## src/rtl/alu_pkg.sv

```systemverilog
// -----------------------------------------------------------------------------
// alu_pkg
// Shared definitions for the ALU execute stage:
//   - opcode encodings OP_PASSA .. OP_PASSB
//   - FSM state encoding (IDLE / SHIFT / DONE)
//   - default datapath and shift-amount widths
//   - helper that identifies the iterative shift/rotate opcodes
// Optional feature macro used by the top level: ALU_SKID_EN.
// -----------------------------------------------------------------------------
package alu_pkg;

   localparam int ALU_WIDTH = 20;
   localparam int ALU_SHW   = 4;
   localparam int ALU_MSB   = ALU_WIDTH - 1;

   localparam logic [3:0] OP_PASSA = 4'd0;
   localparam logic [3:0] OP_NOT   = 4'd1;
   localparam logic [3:0] OP_AND   = 4'd2;
   localparam logic [3:0] OP_OR    = 4'd3;
   localparam logic [3:0] OP_XOR   = 4'd4;
   localparam logic [3:0] OP_SHL   = 4'd5;
   localparam logic [3:0] OP_SHR   = 4'd6;
   localparam logic [3:0] OP_ROTL  = 4'd7;
   localparam logic [3:0] OP_ROTR  = 4'd8;
   localparam logic [3:0] OP_INC   = 4'd9;
   localparam logic [3:0] OP_DEC   = 4'd10;
   localparam logic [3:0] OP_ADD   = 4'd11;
   localparam logic [3:0] OP_ADDC  = 4'd12;
   localparam logic [3:0] OP_SUB   = 4'd13;
   localparam logic [3:0] OP_EQ    = 4'd14;
   localparam logic [3:0] OP_PASSB = 4'd15;

   typedef enum logic [1:0] {
      ST_IDLE  = 2'd0,
      ST_SHIFT = 2'd1,
      ST_DONE  = 2'd2
   } state_e;

   function automatic logic is_shift_op(input logic [3:0] op);
      return (op == OP_SHL) || (op == OP_SHR) || (op == OP_ROTL) || (op == OP_ROTR);
   endfunction

endpackage

```

## src/rtl/alu_comb_core.sv

```systemverilog
// -----------------------------------------------------------------------------
// alu_comb_core
// Purely combinational ALU operator set. Logic and arithmetic ops produce
// their full result; shift/rotate opcodes produce a single one-bit step, which
// the execute FSM iterates.
// Ports:
//   op_i        opcode
//   a_i, b_i    operands
//   carry_i     persistent carry flag (consumed by ADDC)
//   result_o    result (one-bit step for shift/rotate)
//   carry_out_o new carry/borrow value
//   carry_we_o  1 when the opcode updates the carry flag
// -----------------------------------------------------------------------------
module alu_comb_core
   import alu_pkg::*;
#(
   parameter int WIDTH = ALU_WIDTH
) (
   input  logic [3:0]       op_i,
   input  logic [WIDTH-1:0] a_i,
   input  logic [WIDTH-1:0] b_i,
   input  logic             carry_i,
   output logic [WIDTH-1:0] result_o,
   output logic             carry_out_o,
   output logic             carry_we_o
);

   // One extra bit: its top bit is the carry-out for additions and the
   // borrow for subtractions (a wrapped negative difference sets it).
   logic [WIDTH:0] sum;

   always_comb begin
      sum         = '0;
      result_o    = a_i;
      carry_out_o = 1'b0;
      carry_we_o  = 1'b0;
      case (op_i)
         OP_PASSA: result_o = a_i;
         OP_NOT:   result_o = ~a_i;
         OP_AND:   result_o = a_i & b_i;
         OP_OR:    result_o = a_i | b_i;
         OP_XOR:   result_o = a_i ^ b_i;
         OP_SHL:   result_o = {a_i[WIDTH-2:0], 1'b0};
         OP_SHR:   result_o = {1'b0, a_i[WIDTH-1:1]};
         OP_ROTL:  result_o = {a_i[WIDTH-2:0], a_i[WIDTH-1]};
         OP_ROTR:  result_o = {a_i[0], a_i[WIDTH-1:1]};
         OP_INC: begin
            sum         = {1'b0, a_i} + (WIDTH+1)'(1);
            result_o    = sum[WIDTH-1:0];
            carry_out_o = sum[WIDTH];
            carry_we_o  = 1'b1;
         end
         OP_DEC: begin
            sum         = {1'b0, a_i} - (WIDTH+1)'(1);
            result_o    = sum[WIDTH-1:0];
            carry_out_o = sum[WIDTH];
            carry_we_o  = 1'b1;
         end
         OP_ADD: begin
            sum         = {1'b0, a_i} + {1'b0, b_i};
            result_o    = sum[WIDTH-1:0];
            carry_out_o = sum[WIDTH];
            carry_we_o  = 1'b1;
         end
         OP_ADDC: begin
            sum         = {1'b0, a_i} + {1'b0, b_i} + (WIDTH+1)'(carry_i);
            result_o    = sum[WIDTH-1:0];
            carry_out_o = sum[WIDTH];
            carry_we_o  = 1'b1;
         end
         OP_SUB: begin
            sum         = {1'b0, a_i} - {1'b0, b_i};
            result_o    = sum[WIDTH-1:0];
            carry_out_o = sum[WIDTH];
            carry_we_o  = 1'b1;
         end
         OP_EQ: begin
            // Compare only: the result is forced to zero, the borrow is kept.
            sum         = {1'b0, a_i} - {1'b0, b_i};
            result_o    = '0;
            carry_out_o = sum[WIDTH];
            carry_we_o  = 1'b1;
         end
         OP_PASSB: result_o = b_i;
         default:  result_o = a_i;
      endcase
   end

endmodule

```

## src/rtl/alu_exec_unit.sv

```systemverilog
// -----------------------------------------------------------------------------
// alu_exec_unit
// Sequential execute stage around alu_comb_core. Accepts one operation over a
// valid/ready handshake, runs shifts/rotates one bit per cycle, keeps a
// persistent carry flag, and holds the registered result and flags until
// writeback takes them.
// Ports:
//   clk, rst_n               clock, synchronous active-low reset
//   in_valid/in_ready        upstream handshake
//   in_op, in_a, in_b,
//   in_shamt                 operation, sampled only on accept
//   out_valid/out_ready      downstream handshake
//   out_result               registered result
//   out_zero, out_sign       result flags (EQ: a==b, a<b unsigned)
//   out_carry                persistent carry/borrow flag
// Optional feature: define ALU_SKID_EN to accept a new op in DONE in the same
// cycle the current result is consumed (1 op/cycle for single-cycle ops).
// -----------------------------------------------------------------------------
module alu_exec_unit
   import alu_pkg::*;
#(
   parameter int WIDTH = ALU_WIDTH,
   parameter int SHW   = ALU_SHW
) (
   input  logic             clk,
   input  logic             rst_n,
   input  logic             in_valid,
   output logic             in_ready,
   input  logic [3:0]       in_op,
   input  logic [WIDTH-1:0] in_a,
   input  logic [WIDTH-1:0] in_b,
   input  logic [SHW-1:0]   in_shamt,
   output logic             out_valid,
   input  logic             out_ready,
   output logic [WIDTH-1:0] out_result,
   output logic             out_zero,
   output logic             out_sign,
   output logic             out_carry
);

   state_e           state_q,  state_d;
   logic [SHW-1:0]   cnt_q,    cnt_d;
   logic [WIDTH-1:0] work_q,   work_d;
   logic [3:0]       op_q,     op_d;
   logic [WIDTH-1:0] result_q, result_d;
   logic             zero_q,   zero_d;
   logic             sign_q,   sign_d;
   logic             carry_q,  carry_d;

   logic             accept;
   logic             launch;
   logic [3:0]       core_op;
   logic [WIDTH-1:0] core_a;
   logic [WIDTH-1:0] core_res;
   logic             core_carry;
   logic             core_we;
   logic [WIDTH-1:0] launch_res;

   // While shifting the core steps the work register; otherwise it evaluates
   // the incoming operation directly.
   assign core_op = (state_q == ST_SHIFT) ? op_q   : in_op;
   assign core_a  = (state_q == ST_SHIFT) ? work_q : in_a;

   alu_comb_core #(.WIDTH(WIDTH)) u_core (
      .op_i        (core_op),
      .a_i         (core_a),
      .b_i         (in_b),
      .carry_i     (carry_q),
      .result_o    (core_res),
      .carry_out_o (core_carry),
      .carry_we_o  (core_we)
   );

   // A shift by zero completes immediately with the operand unchanged; the
   // core would otherwise return a one-bit step.
   assign launch_res = is_shift_op(in_op) ? in_a : core_res;

`ifdef ALU_SKID_EN
   assign in_ready = (state_q == ST_IDLE) || ((state_q == ST_DONE) && out_ready);
`else
   assign in_ready = (state_q == ST_IDLE);
`endif

   assign accept = in_valid && in_ready;

   always_comb begin
      state_d  = state_q;
      cnt_d    = cnt_q;
      work_d   = work_q;
      op_d     = op_q;
      result_d = result_q;
      zero_d   = zero_q;
      sign_d   = sign_q;
      carry_d  = carry_q;
      launch   = 1'b0;

      case (state_q)
         ST_IDLE: begin
            if (accept) launch = 1'b1;
         end
         ST_SHIFT: begin
            work_d = core_res;
            cnt_d  = cnt_q - SHW'(1);
            if (cnt_q == SHW'(1)) begin
               state_d  = ST_DONE;
               result_d = core_res;
               zero_d   = (core_res == '0);
               sign_d   = core_res[WIDTH-1];
            end
         end
         ST_DONE: begin
            // accept can only be high here when the skid path is built in.
            if (out_ready) begin
               state_d = ST_IDLE;
               if (accept) launch = 1'b1;
            end
         end
         default: state_d = ST_IDLE;
      endcase

      if (launch) begin
         op_d = in_op;
         if (is_shift_op(in_op) && (in_shamt != '0)) begin
            work_d  = in_a;
            cnt_d   = in_shamt;
            state_d = ST_SHIFT;
         end else begin
            state_d  = ST_DONE;
            result_d = launch_res;
            if (in_op == OP_EQ) begin
               zero_d = (in_a == in_b);
               sign_d = core_carry;   // borrow of a-b == (a < b) unsigned
            end else begin
               zero_d = (launch_res == '0);
               sign_d = launch_res[WIDTH-1];
            end
            if (core_we) carry_d = core_carry;
         end
      end
   end

   always_ff @(posedge clk) begin
      if (!rst_n) begin
         state_q  <= ST_IDLE;
         cnt_q    <= '0;
         work_q   <= '0;
         op_q     <= OP_PASSA;
         result_q <= '0;
         zero_q   <= 1'b0;
         sign_q   <= 1'b0;
         carry_q  <= 1'b0;
      end else begin
         state_q  <= state_d;
         cnt_q    <= cnt_d;
         work_q   <= work_d;
         op_q     <= op_d;
         result_q <= result_d;
         zero_q   <= zero_d;
         sign_q   <= sign_d;
         carry_q  <= carry_d;
      end
   end

   assign out_valid  = (state_q == ST_DONE);
   assign out_result = result_q;
   assign out_zero   = zero_q;
   assign out_sign   = sign_q;
   assign out_carry  = carry_q;

endmodule

```

## config.mk

```make
export PLATFORM = sky130hd
export DESIGN_NAME = alu_exec_unit
export DESIGN_NICKNAME = d
export VERILOG_FILES = /design/src/rtl/alu_pkg.sv /design/src/rtl/alu_comb_core.sv /design/src/rtl/alu_exec_unit.sv
export SDC_FILE = /design/constraint.sdc
export NUM_CORES = 1
export LEC_CHECK = 0
export ABC_AREA = 1
export BUFFER_PORTS_ARGS = -buffer_cell sky130_fd_sc_hd__buf_2
export CELL_PAD_IN_SITES_DETAIL_PLACEMENT = 1
export CELL_PAD_IN_SITES_GLOBAL_PLACEMENT = 1
export CORE_MARGIN = 2
export CORE_UTILIZATION = 42
export DETAILED_ROUTE_END_ITERATION = 8
export GPL_TIMING_DRIVEN = 0
export PLACE_DENSITY_LB_ADDON = 0.3
export REMOVE_ABC_BUFFERS = 1
export SYNTH_ARGS = -nofsm -noshare
export SYNTH_HDL_FRONTEND = slang
export SYNTH_SLANG_ARGS = --single-unit
```

## constraint.sdc

```tcl
create_clock -name clk -period 4.9 [get_ports clk]
set_input_delay 0.245 -clock clk [delete_from_list [all_inputs] [get_ports clk]]
set_output_delay 0.245 -clock clk [all_outputs]
set_load 0.005 [all_outputs]
```

==> results.py <==
metrics = {
    "synth": {
        "syn_area_per_cell_um2": 5.35,
        "synth.top_cell.area_share": 0.226,
        "ys_seq_elements": 53,
        "synth.top_cells.by_count": "nand2_1, nor2_1, nand3_1",
        "yosysMostFrequentCell": "nand2_1",
        "yosys-top-cells-area": "nand2_1, dfxtp_1, nand3_1",
        "synth_area_um2": 10000,
        "yosysSeqAreaShare": 0.106,
        "synth_edf_count": 0,
        "ys.flop_type": "dfxtp_1",
        "netlist_instances": 1875,
        "synth_warnings": 0,
        "async_flop_share": 0,
        "yosysTopAreaCell": "nand2_1",
        "ys_types": 57,
    },
    "detailed_routing": {
        "ant_nets": 0,
        "route.detailed.drc": 0,
        "first_iter_violations": 1099,
        "routed_wl_um": 47300,
        "dr_total_vias": 13200,
        "viasPerCell": 5.93,
        "routedWlPerCell_um": 21.2,
        "dr.pass1.iters": 6,
    },
    "sta": {
        "hold_viol": 0,
        "drv_slew": 0,
        "worst_slack_ps": 319,
        "final_period_minus_worst_setup_slack_ps": 4580,
        "setup_tns_ps": 0,
        "rsz0062_at_grt": "no",
        "setup_viol": 0,
        "whs_ps": 228,
        "slew_headroom": 0.0724,
        "final.period_utilization": 0.935,
        "fin_skew_ps": 6.50,
        "worst_pin_slew_ps": 1390,
        "fmax_mhz": 218,
    },
    "clock_network": {
        "clock_path_buffers": 2,
        "cts_tree": "done",
        "clk_pin_slew_ps": 80,
        "clock_latency_ps": 310,
        "htree_levels": 2,
        "clock-root-buffer": "clkbuf_16",
        "clkSinkCount": 53,
        "cts_hold_buf": 0,
        "cts_buffers": 5,
    },
    "worst_hold_path": {
        "min-delay-path-class": "in -> reg",
    },
    "critical_path": {
        "crit_path_top_delay_cell": "o21ai_2",
        "cp.arrival_ps": 4790,
        "max_stage_delay_ps": 440,
        "critical_path_class": "reg -> reg",
        "cp-end-kind": "flop",
        "crit_top_cell": "nand2_1",
        "crit_chain": "inv_6, nand2_8, o21ai_2, inv_2, ha_1, inv_1, nand2_1, nor3_1, nand2_1, nand2_1, nand2_1, nand2_1, nand2_1, nor2_1, nand3_1, nand2_1, nand3_1, a21oi_2, nor3_1, nand4_1, nand2_1, nand2_1, nor2_2",
        "reg2reg_slack_ps": 320,
        "cp_data_required_time_ps": 5110,
        "start_kind": "flop",
        "path_max_fanout": 17,
    },
    "die": {
        "die-area_um2": 25100,
        "die_w_um": 158,
        "io_pins": 77,
        "start_util": 0.427,
        "coreArea_um2": 23500,
        "rows": 56,
        "die_h_um": 158,
    },
    "finish": {
        "layout-drive-gt1-share": 0.110,
        "fin_cells": 2231,
        "fin_area_um2": 10800,
        "fill_cells": 3508,
        "areaGrowthSynthToFinish_pct": 8.19,
        "antennaDiodeCount": 0,
        "final_nets": 2031,
    },
    "grt": {
        "grt-ovfl-total": 0,
        "antenna_found_initial": 0,
        "grtUsageTotal": 0.365,
        "grt_pass1_wl_um": 70400,
        "grt_pass1_vias": 12900,
        "grt_max_degree": 37,
    },
    "power_and_ir_drop": {
        "power_density_nw_per_um2": 266,
        "ir_worst_vdd_mv": 0.207,
        "p_leak_nw": 5.27,
    },
    "placement": {
        "dpl.hpwl_um": 37200,
        "place_area_um2": 10500,
        "place_ws_ps": -614,
        "gp_congestion": 0.993,
        "portBuffers": 76,
        "place_inst": 2211,
    },
    "run_status": {
        "status": "finished, final reports clean",
    },
    "run": {
        "drv_cap": 0,
    },
}
logic make-up (layout without fill, tap and decap cells):
group,after synthesis,after routing,synth area share
xor+xnor,14,14,0.0122
fa+ha+maj,68,68,0.0864
simple gates,1162,1164,0.496
flops,53,53,0.106
buf+inv,284,319,0.121
compound gates,294,294,0.179
area by class of cell:
type | instances | area (µm²) | share of cell area
clock inverter | 2 | 38.8 | 0.00358
tap | 319 | 399 | 0.0368
timing repair buffer | 91 | 518 | 0.0478
sequential | 53 | 1060 | 0.0982
inverter | 220 | 842 | 0.0776
multi-input combinational | 1540 | 7850 | 0.724
clock buffer | 6 | 129 | 0.0119
routing by layer:
metal,global-route usage,wire (µm)
met4,0.201,2820
met1,0.461,19700
met5,0,0
met2,0.611,21700
met3,0.0367,3130
through the flow:
stage | util | power [W]
CTS | 0.456 | 0.00280
finish | 0.462 | 0.00288
floorplan | - | 0.00175
global route | 0.462 | 0.00309
detailed placement | 0.447 | 0.00236
global placement | 0.444 | 0.00229
worst paths after layout:
| path | start | to | cells past startpoint |
|---|---|---|---|
| worst max-delay path | state_q[1] | out_zero | 23 |
| worst min-delay path | in_a[7] | work_q[7] | 3 |
| worst max register to register | state_q[1] | out_zero | 23 |
| worst min register to register | op_q[0] | op_q[0] | 2 |
placed cells by master, fill, tap and decap left out, types with 8 or more instances in the layout:
| cell type | instances |
|---|---|
| dfxtp_1 | 52 |
| o21ai_0 | 84 |
| ha_1 | 64 |
| a221oi_1 | 9 |
| a31oi_1 | 8 |
| o21ai_1 | 10 |
| nor2_2 | 24 |
| xor2_1 | 8 |
| o211ai_1 | 18 |
| inv_1 | 194 |
| nand3_1 | 212 |
| nor3_1 | 18 |
| nand4_1 | 34 |
| nand2_2 | 24 |
| a211oi_1 | 8 |
| nand2_1 | 602 |
| o21ai_4 | 10 |
| buf_2 | 76 |
| a21oi_1 | 108 |
| inv_2 | 17 |
| nor2_1 | 219 |
| buf_4 | 11 |
worst max-delay path: cells and delay by family (launching register included):
kind                     cells  cell delay (ps)
AO/OA/AOI/OAI                2              840
adder cells (fa/ha/maj)      1              430
buffers and inverters        3              690
flip-flops                   1              360
AND/OR/NAND/NOR             17             2150
state kept, by name, summed over array words and instances (netlist names):
signal      flops
work_q         20
out_zero        1
out_sign        1
op_q            4
out_result     20
out_carry       1
state_q         2
cnt_q           4
where the power goes:
part | internal [W] | leakage, nW | switching [W]
clock network | 0.000243 | 0.0810 | 0.000187
logic | 0.000538 | 4.75 | 0.00136
registers | 0.000503 | 0.436 | 0.0000531
total | 0.00128 | 5.27 | 0.00160
what timing repair did:
action	CTS	global route
pin swaps	1	1
gates resized for setup	5	14
gates cloned	1	1
setup buffers	0	9
endpoints found under the setup margin	26	15
endpoints found under the hold margin	0	0
No activity file was read; power rests on OpenSTA's default activity.
